`src/rtl/fifo_arb_pkg.sv`:
```
// fifo_arb_pkg: shared state encoding and id-width helper for the FIFO write arbiter.
package fifo_arb_pkg;
  typedef enum logic {IDLE, HOLD} state_t;
  function automatic int idw(input int n);
    return (n > 1) ? $clog2(n) : 1;
  endfunction
endpackage

```
`src/rtl/fifo_arb_rr_pick.sv`:
```
// fifo_arb_rr_pick: combinational rotate-priority picker, first set request at or above start (mod N).
module fifo_arb_rr_pick
  import fifo_arb_pkg::*;
#(
  parameter int N   = 4,
  parameter int IDW = idw(N)
) (
  input  logic [N-1:0]   req,
  input  logic [IDW-1:0] start,
  output logic           any,
  output logic [IDW-1:0] idx
);
  always_comb begin
    any = |req;
    idx = '0;
    for (int k = N - 1; k >= 0; k--)
      if (req[(int'(start) + k) % N]) idx = IDW'((int'(start) + k) % N);
  end
endmodule

```
`src/rtl/fifo_write_arbiter.sv`:
```
// fifo_write_arbiter: round-robin burst arbiter sharing one FIFO write port among N requesters.
// Define FIFO_ARB_TAG_EN to prepend grant_id to fifo_din.
module fifo_write_arbiter
  import fifo_arb_pkg::*;
#(
  parameter int N         = 4,
  parameter int W         = 4,
  parameter int MAX_BURST = 2,
  localparam int IDW      = idw(N),
  localparam int BW       = $clog2(MAX_BURST + 1),
`ifdef FIFO_ARB_TAG_EN
  localparam int DW       = W + IDW
`else
  localparam int DW       = W
`endif
) (
  input  logic           clk,
  input  logic           rst,
  input  logic [N-1:0]   req_valid,
  input  logic [N*W-1:0] req_data,
  output logic [N-1:0]   req_ready,
  input  logic           fifo_full,
  output logic           fifo_wr_en,
  output logic [DW-1:0]  fifo_din,
  output logic [IDW-1:0] grant_id,
  output logic           busy
);
  state_t         r_state;
  logic [IDW-1:0] r_grant;
  logic [IDW-1:0] r_rr;
  logic [BW-1:0]  r_cnt;
  logic [W-1:0]   w_data [N];
  logic           w_any;
  logic [IDW-1:0] w_pick;
  logic           w_hold;
  logic           w_sel_valid;
  logic           w_beat;
  logic           w_release;
  for (genvar i = 0; i < N; i++) begin : g_slice
    assign w_data[i] = req_data[i*W +: W];
  end
  fifo_arb_rr_pick #(.N(N), .IDW(IDW)) u_pick (
    .req  (req_valid),
    .start(r_rr),
    .any  (w_any),
    .idx  (w_pick)
  );
  always_comb begin
    w_hold      = r_state == HOLD;
    w_sel_valid = req_valid[r_grant];
    w_beat      = w_hold && w_sel_valid && !fifo_full;
    // release on the beat that completes the burst, or when the owner goes idle with room in the FIFO
    w_release   = (w_beat && r_cnt == BW'(MAX_BURST - 1)) || (w_hold && !w_sel_valid && !fifo_full);
    req_ready   = w_beat ? N'(1) << r_grant : '0;
    fifo_wr_en  = w_beat;
`ifdef FIFO_ARB_TAG_EN
    fifo_din    = w_hold ? {r_grant, w_data[r_grant]} : '0;
`else
    fifo_din    = w_hold ? w_data[r_grant] : '0;
`endif
    grant_id    = r_grant;
    busy        = w_hold;
  end
  always_ff @(posedge clk) begin
    if (rst) begin
      r_state <= IDLE;
      r_grant <= '0;
      r_rr    <= '0;
      r_cnt   <= '0;
    end else if (r_state == IDLE) begin
      if (w_any) begin
        r_state <= HOLD;
        r_grant <= w_pick;
        r_cnt   <= '0;
      end
    end else begin
      if (w_beat) r_cnt <= r_cnt + 1'b1;
      if (w_release) begin
        r_state <= IDLE;
        r_rr    <= (r_grant == IDW'(N - 1)) ? '0 : r_grant + 1'b1;
      end
    end
  end
endmodule

```
`config.mk`:
```
export PLATFORM = sky130hd
export DESIGN_NAME = fifo_write_arbiter
export DESIGN_NICKNAME = d
export VERILOG_FILES = /design/src/rtl/fifo_arb_pkg.sv /design/src/rtl/fifo_arb_rr_pick.sv /design/src/rtl/fifo_write_arbiter.sv
export SDC_FILE = /design/constraint.sdc
export NUM_CORES = 1
export LEC_CHECK = 0
export CAP_MARGIN = 20
export CORE_MARGIN = 10
export CORE_UTILIZATION = 39
export CTS_CLUSTER_DIAMETER = 30
export CTS_CLUSTER_SIZE = 28
export DETAILED_ROUTE_END_ITERATION = 8
export PLACE_DENSITY = 0.79
export SYNTH_ARGS = -nofsm -noshare
export SYNTH_HDL_FRONTEND = slang
export SYNTH_SLANG_ARGS = --single-unit
```
`constraint.sdc`:
```
create_clock -name clk -period 1.8 [get_ports clk]
set_input_delay 0.27 -clock clk [delete_from_list [all_inputs] [get_ports clk]]
set_output_delay 0.27 -clock clk [all_outputs]
set_load 0.05 [all_outputs]
```
==> out/metrics.cfg <==
[setup_path]
worst_setup_path_end_kind = primary output
reg2reg_slack_ns = 0.12
worstPathCellList = clkdlybuf4s50_1, mux4_2, and2_4, buf_6
timing.rr.end = r_cnt[1]
cp.arrival_ns = 1.59
max_stage_delay_ns = 0.55
cp_max_fo = 5
worst_ep_required_time_ns = 1.53
crit_start = req_valid[3]
crit_path_top_delay_cell = mux4_2
cp.buffers_inverters = 2
critPathTopFamily = buffers and inverters
cp-endpoint = fifo_wr_en
critPathKind = in2out
ff2ff_path_depth = 4
worst_r2r_startpoint = grant_id[0]
path_depth = 4
start_kind = input pin

[routing]
met2WireLength_um = 1040
postRouteAntennaNets = 0
via_per_inst = 5.20
drc_errors = 0
dr.max_layer_used = met4
drtIter0Drc = 12
drt-met1-wl_um = 1060
met3_length_um = 158
totalWireLength_um = 2290
wl_per_cell_um = 16.1
drtPass1Iterations = 4
vias = 739

[cts]
htreeDepth = 1
cts.sinks = 7
tritoncts.num_buffers = 3
cts_tree = built
cts_root_buf = clkbuf_4
path_clk_slew_ns = 0.05
cts_max_path_buffers = 2
clock_latency_ns = 0.25

[power]
clockPowerShare_pct = 23.9
power_switching_share_pct = 35.3
switchingPower_uw = 213
p_per_area_nw_per_um2 = 515
ir_drop_uv = 464
leakage_nw = 0.500
combPwrFrac_pct = 47.0
seqPwrFrac_pct = 29.1
power.internal_uw = 391

[synth]
ys_seq_area_share_pct = 20.1
ys_seq_elements = 7
syn_area_sq_um = 698
synth_area_leaders = dfxtp_1 (20%), mux4_1 (15%), ha_1 (9.0%)
postSynthCellCount = 72
avgSynthCellArea_sq_um = 9.70
yosys.area.top_type_share_pct = 20.1
synth_top_cell_by_area = dfxtp_1
syn-num-nets = 100
synth_cell_type_count = 31
ys_warn_count = 0

[final_layout]
diodes = 0
finalInstanceArea_sq_um = 1170
syn_to_final_growth_pct = 67.7
fin_nets = 146
drive_gt1_share_pct = 33.3
finish.utilization_pct = 68.6

[floorplanning]
dieHeight_um = 62.3
dieArea_sq_um = 3880
core_sq_um = 1710
die_w_um = 62.3
pin_count = 35
rows = 15
start_util_pct = 40.9

[grt]
grt_max_degree = 11
grt_pass1_vias = 766
grt-ovfl-total = 0
grt_usage_pct = 11.8
grt_first_pass_wirelength_um = 3800
antenna_found_initial = 0

[sta]
hold_viol = 0
holdWs_ns = 0.485
setup_violations = 9
finalCriticalPeriod_ns = 1.86
fin_setup_tns_ns = -0.342
worst_slack_ns = -0.0581
fin_crit_sh_pct = 103
slew_violations = 0
clock_skew_ns = 0.00647
max_slew_margin_pct = 73.2
worstMarginPinSlew_ns = 0.398
clock.fmax_mhz = 538
rsz0062_at_grt = yes

[placement]
gp_congestion = 0.873
port_buffers = 34
dpl_cell_area_sq_um = 1080
dp_hpwl_um = 1770

[outcome]
violations = setup timing
outcome = finished with violations

[worst_hold_path]
holdCritPathClass = reg2reg

[job]
drv_cap = 0

==> cell usage after synthesis (all sizes together) <==
master / number
dfxtp: 7
a221o: 1
ha: 5
and3: 4
a31oi: 1
o21ai: 1
mux2: 2
a221oi: 1
mux4: 5
o31ai: 2
a21oi: 6
buf: 2
nand2b: 3
or2: 1
mux2i: 2
o221ai: 1
nand2: 3
nor3: 1
nor4: 1
clkbuf: 1
o21a: 1
and2: 5
nor2b: 2
or3: 1
o41ai: 1
nand3b: 1
nor2: 5
inv: 6
==> worst reg2reg max path: cells and delay by family (launching register included) <==
kind / cells / cell delay, ns
muxes: 1 / 0.59
DFF: 1 / 0.40
AOI/OAI and AO/OA: 1 / 0.25
and+or+nand+nor: 1 / 0.20
buffers and inverters: 1 / 0.14
==> metrics by stage <==
stage,total power [mW],std cells,setup slack [ns]
after floorplan,0.333,72,0.0111
after global placement,0.440,136,-0.115
after detailed placement,0.446,136,-0.126
after CTS,0.606,142,-0.0641
after global routing,0.637,142,-0.0971
final,0.603,142,-0.0581
==> area by class of cell <==
cell class | count | area, sq um
fillers | 135 | 537
flip-flops and latches | 7 | 145
inverters | 6 | 22.5
well taps | 25 | 31.3
repair buffers | 44 | 415
clock buffers | 4 | 26.3
multi-input cells | 56 | 531
==> power by group through the flow <==
| stage | sequential, mW | combinational (mW) | clock (mW) |
|---|---|---|---|
| 4_1_cts | 0.176 | 0.283 | 0.147 |
| 5_1_grt | 0.177 | 0.304 | 0.156 |
| 2_1_floorplan | 0.196 | 0.137 | 0 |
| 3_5_place_dp | 0.181 | 0.264 | 0 |
| 6_report | 0.176 | 0.284 | 0.144 |
| 3_3_place_gp | 0.180 | 0.260 | 0 |
==> repair_timing <==
item,4_1_cts,5_1_grt
endpoints found under the setup margin,9,9
buffers inserted,2,0
pin swaps,4,0
hold buffers,0,0
gates resized for setup,12,0
==> layer usage <==
layer / vias up / GRT usage (%)
met5: - / 0
met4: 0 / 3.91
met3: 4 / 3.76
met2: 39 / 19.2
met1: 336 / 14.3
li1: 360 / -
==> placed cells by master (no fill, tap or decap), types with 2 or more instances in the layout <==
cell type / synthesis / layout
clkdlybuf4s50_1: 0 / 22
buf_4: 0 / 14
buf_6: 1 / 8
inv_1: 6 / 6
a21oi_1: 6 / 6
nor2_1: 5 / 5
ha_1: 5 / 5
dfxtp_1: 7 / 5
and3_4: 0 / 4
mux4_1: 4 / 4
and2_1: 4 / 4
nand2_1: 3 / 3
nand2b_1: 3 / 3
clkbuf_4: 0 / 3
nor2b_1: 2 / 2
mux2_2: 2 / 2
mux2i_1: 2 / 2
o31ai_1: 2 / 2
==> sequential cells by signal, indices dropped and copies added, names as in the netlist <==
name and count:
grant_id 2, busy 1, r_cnt 2, r_rr 2
==> cell families (layout without fill, tap and decap cells) <==
logic type                 Yosys count  after routing  share of synthesized area [%]
muxes                                9              9                           24.4
AOI/OAI and AO/OA                   15             15                           16.3
DFF                                  7              7                           20.1
adders and majority gates            5              5                           8.96
and+or+nand+nor                     27             27                           24.2
buffers and inverters                9             54                           6.09
==> worst min path at each step <==
stage	from	end	slack, ns	cells past startpoint
2_1_floorplan	r_cnt[1]	r_cnt[1]	0.47	2
3_3_place_gp	r_cnt[1]	r_cnt[1]	0.47	2
4_1_cts	r_cnt[1]	r_cnt[1]	0.49	2
5_1_grt	r_cnt[1]	r_cnt[1]	0.51	2
3_5_place_dp	r_cnt[1]	r_cnt[1]	0.48	2
6_report	r_cnt[1]	r_cnt[1]	0.49	2
Power figures use the tool's default switching activity.
